`src/rtl/led_fade_scheduler.sv`:
```
// Four-bit duty scheduler for a PWM LED dimmer: manual stepping from a key, or an
// automatic up/dwell/down/dwell breathing ramp paced by a step-tick counter.
module led_fade_scheduler #(
  parameter int STEP_TICKS  = 2_500_000,
  parameter int DWELL_STEPS = 10
) (
  input  logic       clk,
  input  logic       rst,
  input  logic       key_step,
  input  logic       key_mode,
  output logic [3:0] duty,
  output logic [1:0] state,
  output logic       tick
);

  localparam int CW = $clog2(STEP_TICKS);
  localparam int DW = $clog2(DWELL_STEPS + 1);
  localparam logic [CW-1:0] CNT_MAX   = CW'(STEP_TICKS - 1);
  localparam logic [DW-1:0] DWELL_MAX = DW'(DWELL_STEPS - 1);

  typedef enum logic [1:0] {
    S_MANUAL = 2'd0,
    S_UP     = 2'd1,
    S_DOWN   = 2'd2,
    S_DWELL  = 2'd3
  } state_t;

  state_t        r_state;
  logic [3:0]    r_duty;
  logic          r_tick;
  logic [CW-1:0] r_cnt;
  logic [DW-1:0] r_dwell;
  logic          r_dir;
  logic          r_step_d;
  logic          r_mode_d;

  state_t        w_state_next;
  logic [3:0]    w_duty_next;
  logic          w_tick_next;
  logic [CW-1:0] w_cnt_next;
  logic [DW-1:0] w_dwell_next;
  logic          w_dir_next;
  logic          w_step_rise;
  logic          w_mode_rise;
  logic          w_boundary;

  assign w_step_rise = key_step & ~r_step_d;
  assign w_mode_rise = key_mode & ~r_mode_d;
  assign w_boundary  = (r_state != S_MANUAL) && (r_cnt == CNT_MAX);

  // Delayed key copies reset to 1 so a key held through reset release is not an edge.
  always_ff @(posedge clk) begin
    if (rst) begin
      r_state  <= S_MANUAL;
      r_duty   <= 4'd0;
      r_tick   <= 1'b0;
      r_cnt    <= '0;
      r_dwell  <= '0;
      r_dir    <= 1'b0;
      r_step_d <= 1'b1;
      r_mode_d <= 1'b1;
    end else begin
      r_state  <= w_state_next;
      r_duty   <= w_duty_next;
      r_tick   <= w_tick_next;
      r_cnt    <= w_cnt_next;
      r_dwell  <= w_dwell_next;
      r_dir    <= w_dir_next;
      r_step_d <= key_step;
      r_mode_d <= key_mode;
    end
  end

  // A mode edge always wins over a coincident step boundary or step key edge.
  always_comb begin
    w_state_next = r_state;
    if (w_mode_rise) begin
      if (r_state == S_MANUAL) w_state_next = (r_duty == 4'd15) ? S_DOWN : S_UP;
      else                     w_state_next = S_MANUAL;
    end else if (w_boundary) begin
      case (r_state)
        S_UP:    if (r_duty >= 4'd14) w_state_next = S_DWELL;
        S_DOWN:  if (r_duty <= 4'd1)  w_state_next = S_DWELL;
        S_DWELL: if (r_dwell == DWELL_MAX) w_state_next = r_dir ? S_DOWN : S_UP;
        default: w_state_next = r_state;
      endcase
    end
  end

  // r_dir = 1 means the ramp leaves DWELL heading down.
  always_comb begin
    w_duty_next  = r_duty;
    w_tick_next  = 1'b0;
    w_cnt_next   = '0;
    w_dwell_next = r_dwell;
    w_dir_next   = r_dir;
    if (w_mode_rise) begin
      w_dwell_next = '0;
    end else if (r_state == S_MANUAL) begin
      if (w_step_rise) w_duty_next = r_duty + 4'd1;
    end else if (!w_boundary) begin
      w_cnt_next = r_cnt + CW'(1);
    end else begin
      w_tick_next = 1'b1;
      case (r_state)
        S_UP: begin
          if (r_duty != 4'd15) w_duty_next = r_duty + 4'd1;
          if (r_duty >= 4'd14) begin
            w_dir_next   = 1'b1;
            w_dwell_next = '0;
          end
        end
        S_DOWN: begin
          if (r_duty != 4'd0) w_duty_next = r_duty - 4'd1;
          if (r_duty <= 4'd1) begin
            w_dir_next   = 1'b0;
            w_dwell_next = '0;
          end
        end
        S_DWELL: w_dwell_next = (r_dwell == DWELL_MAX) ? '0 : r_dwell + DW'(1);
        default: w_dwell_next = r_dwell;
      endcase
    end
  end

  assign duty  = r_duty;
  assign state = r_state;
  assign tick  = r_tick;

endmodule

```
`config.mk`:
```
export PLATFORM = sky130hd
export DESIGN_NAME = led_fade_scheduler
export DESIGN_NICKNAME = d
export VERILOG_FILES = /design/src/rtl/led_fade_scheduler.sv
export SDC_FILE = /design/constraint.sdc
export NUM_CORES = 1
export LEC_CHECK = 0
export ABC_AREA = 1
export ABC_CLOCK_PERIOD_IN_PS = 2000
export CORE_MARGIN = 8
export CORE_UTILIZATION = 30
export DETAILED_ROUTE_END_ITERATION = 6
export RECOVER_POWER = 25
export SLEW_MARGIN = 20
export SYNTH_ARGS = -nofsm -noshare
export SYNTH_HDL_FRONTEND = slang
export SYNTH_SLANG_ARGS = --single-unit
```
`constraint.sdc`:
```
create_clock -name clk -period 2 [get_ports clk]
set_input_delay 0.3 -clock clk [delete_from_list [all_inputs] [get_ports clk]]
set_output_delay 0.3 -clock clk [all_outputs]
set_load 0.03 [all_outputs]
```
### After elaboration in Yosys (flattened, before gate mapping)

Index checks and enable logic that the tools add are counted.
W data, S select, Z words.

* shift operators: 0
* multiplexer cells: 23
* order comparisons: 2
* $mul: 0
* div/mod/pow operators: 0
* reductions and logical operators: 17
* bitwise operators: 6
* equal/unequal tests: 15
* add/subtract/negate cells: 4

Operators with widths (count)
* $mux W4: 8
* $add A22 B1 Y22 const B: 1
* $eq A22 B22 Y1 const B: 1
* $mux W2: 8
* $ne A3 B3 Y1 const B: 5
* $pmux W4 S3: 1
* $reduce_and A6 Y1: 2
* $reduce_and A5 Y1: 2
* $add A4 B1 Y4 const B: 2
* $eq A4 B4 Y1 const B: 2
* $pmux W4 S2: 1
* $reduce_bool A2 Y1: 4
* $reduce_bool A4 Y1: 2
* $ne A2 B2 Y1 const B: 3
* $pmux W2 S3: 1
* $reduce_bool A3 Y1: 2
* $eq A2 B2 Y1 const B: 2
* $ge A4 B4 Y1 const B: 1
* $le A4 B1 Y1 const B: 1
* $ne A4 B4 Y1 const B: 1
* $not A1 Y1: 4
* $reduce_or A4 Y1: 1
* $sub A4 B1 Y4 const B: 1
* $mux W1: 3
* other kinds (7): 8

* bits in latches: 0
* memory bits (read-only): 0
* output and inout port bits: 7
* logic and storage cells: 75
* memories: 0
* bits of input ports: 4
* RAM bits: 0
* register bits after elaboration: 36

### Depth between registers and ports, before layout

* depth in word-level cells: 5
* depth in mapped cells: 11
* mapped depth without buffers: 11

### Worst setup path after synthesis

Ideal clock, no wire load.

* kind: register to register
* start: register r_state[0] (netlist: state[0])
* end: register r_duty[3] (netlist: duty[3])
* slack: 247 ps
* cell stages (with the launch flop): 11
* clock period less this slack: 1753 ps
* arrival time: 1644 ps
* required time: 1891 ps
* library setup time: 109 ps
* path buffers: 0
* path through: dfxtp_1 -> inv_1 -> ha_1 -> inv_2 -> nand2_1 -> o21ai_1 -> nand2_1 -> inv_2 -> nand4_1 -> nand2_1 -> nor2_1

* cells in the longest elaborated chain, start to end: 4
* elaborated cells between the ends (all ways): 14
* classes of those cells: eq/ne (5); mux (3); reduce/logical (6)

RTL lines
* from (decl): line 28 `state_t r_state;`
* from (signal assigned): line 63 `r_state <= w_state_next;`
* $eq A2 B2 Y1 (tied with other cells): line 105 `case (r_state)`
* $pmux W4 S2 / $logic_and A1 B1 Y1 (equally long branches): line 105, 49
* $mux W4 / $reduce_bool A2 Y1 (equally long branches)
* $mux W4 / $reduce_and A6 Y1 (equally long branches)
* to (signal assigned): line 64 `r_duty <= w_duty_next;`
* to (decl): line 29 `logic [3:0] r_duty;`

Several ways; a longest one is shown, not always the timed one. The select of a mux whose other input is x is not followed.
A chain may end at the register's enable or synchronous reset.

### Worst setup path in the final report

* start: register r_duty[2] (netlist: duty[2])
* end: output duty[2]

RTL lines
* to (decl): line 11 `output logic [3:0] duty,`

No word-level cell between the ends.

==> impl_metrics.ini <==
[power_and_ir_drop]
powerDensity_nw_per_um2 = 559
total_power_mw = 1.36
ir_drop_mv = 0.374
p_leak_nw = 0.939

[timing]
relSlewSlack_pct = 77.8
clock_skew_ps = 10.3
rsz0062_at_grt = no
timing.final.crit_share_pct = 93.0
finalSetupTns_ps = 0
slew_violations = 0
finalHoldViolations = 0
finalSetupViolCount = 0
whs_ps = 458
fmax_mhz = 538
finalCriticalPeriod_ps = 1860
tightest_slew_ps = 333

[yosys]
synth.distinct_cells = 28
syn_avg_cell_area_sq_um = 6.72
syn_area_sq_um = 2120
synth-seq-cells = 36
syn_inst = 315
ys_warn_count = 0
syn_nets = 332
seq_area_frac_synth_pct = 34.0

[setup_path]
endpoint_kind = output pin
path_delay_family = buffers and inverters
critical_path_class = reg2out
r2r_slack_ps = 200
cp_slowest_stage_delay_ps = 740
cp_data_arrival_time_ps = 1560
cp.required_ps = 1700
r2r-start = r_cnt[0]
cp_max_fo = 8
cp-startpoint = duty[2]
crit_path_top_delay_cell = clkdlybuf4s50_1
cp-start-kind = flip-flop
path_buf_inv = 1
worstPathCellList = clkdlybuf4s50_1

[final_layout]
mostFrequentLayoutCells = nand2_1, nor2_1, inv_1, dfxtp_1, nand3_1
drive_gt1_share_pct = 8.04
design_area_sq_um = 2440
layout_commonest_cell = nand2_1
n_fill_cell = 778
diodes = 0
seq_area_sq_um = 721
multi_input_area_sq_um = 1220
num-nets-final = 352
area_growth_pct = 15.1

[route]
vias = 1962
dr.pass1.iters = 4
wl_per_cell_um = 10.7
ant_nets = 0
drt_iter0_drc = 63
drc = 0
viasPerCell = 4.54
wl_um = 4600

[clocking]
h-tree-depth = 2
cts_buffers = 5
clk_pin_slew_ps = 80
cts_tree = done
cts_root_buf = clkbuf_8
clk_latency_ps = 300
cts_sinks = 36
cts_setup_buffers = 0
cts_hold_buf = 0
cts_resized = 0
clk_path_buf_depth = 2

[global_route]
grt_max_degree = 11
grt_pass1_vias = 1926
grt_first_pass_wirelength_um = 8380
grtUsageTotal_pct = 10.1
overflow = 0
antenna_found_initial = 0

[die]
ios = 11
placementRows = 30
die-area_sq_um = 10000
chipWidth_um = 100
die_y_um = 100
coreArea_sq_um = 6830
start_util_pct = 31.0

[flow_run]
max-cap-violations = 0

[placement]
place_congestion = 0.897
dpl_cell_area_sq_um = 2360
port_buffers = 10
place_hpwl_um = 3510

[status]
status = complete, no violations

[worst_hold_path]
hold_class = reg2reg
hold_path_startpoint = r_cnt[0]
[metal layers]
metal / global-route usage, % / vias to the layer above / share of wire (%)
met5: 0 / - / 0
met4: 4.19 / 0 / 1.3
met3: 2.77 / 5 / 3.3
met2: 17.1 / 17 / 47
met1: 11.7 / 886 / 48
li1: - / 1054 / -
[registers in the layout, summed over array words and instances (netlist names)]
| register | count |
|---|---|
| r_step_d | 1 |
| duty | 4 |
| r_cnt | 22 |
| r_mode_d | 1 |
| r_dir | 1 |
| r_dwell | 4 |
| state | 2 |
| tick | 1 |
[worst paths after layout]
| kind | end | cells past startpoint |
|---|---|---|
| setup / recovery | duty[2] | 1 |
| hold / removal | r_cnt[0] | 1 |
| setup reg to reg | r_dwell[1] | 8 |
| hold reg to reg | r_cnt[0] | 1 |
[cell families (layout without fill, tap and decap cells)]
logic type	Yosys count	after routing	share of synthesized area (%)
AOI/OAI and AO/OA	34	34	8.33
xor gates and xnor gates	7	7	2.90
adders and majority gates	13	13	7.68
buffers and inverters	43	64	7.98
DFF	36	36	34.0
and+or+nand+nor	182	182	39.1
[cell type report]
type | count | area share (%)
Sequential cell | 36 | 29.6
Inverter | 41 | 6.32
Timing Repair Buffer | 15 | 5.50
Clock buffer | 8 | 3.70
Multi-Input combinational cell | 236 | 50.0
Tap cell | 96 | 4.93
[Yosys cell counts (all sizes together)]
library cell | count | area [sq um]
o21ai | 8 | 40.0
nand3b | 3 | 22.5
buf | 2 | 15.0
dfxtp | 36 | 721
xor2 | 6 | 52.6
nor3b | 2 | 15.0
inv | 41 | 154
nand4 | 8 | 56.3
a31oi | 2 | 12.5
o22ai | 1 | 6.26
nor3 | 10 | 50.1
nand2 | 74 | 280
xnor2 | 1 | 8.76
nand3 | 27 | 155
a21oi | 22 | 110
ha | 13 | 163
nor2 | 55 | 229
a211oi | 1 | 7.51
or2 | 3 | 18.8
[stage by stage]
| step | util [%] | cells | worst slack [ps] |
|---|---|---|---|
| floorplan | - | 315 | 247 |
| global placement | 34.5 | 424 | 203 |
| detailed placement | 34.5 | 424 | 185 |
| CTS | 35.9 | 432 | 130 |
| global route | 35.7 | 432 | 2.73 |
| finish | 35.7 | 432 | 140 |
[where the power goes]
part | switching, mW | internal [mW]
clock network | 0.271 | 0.281
logic | 0.0538 | 0.0316
registers | 0.00287 | 0.722
(Power assumes the default switching activity.)
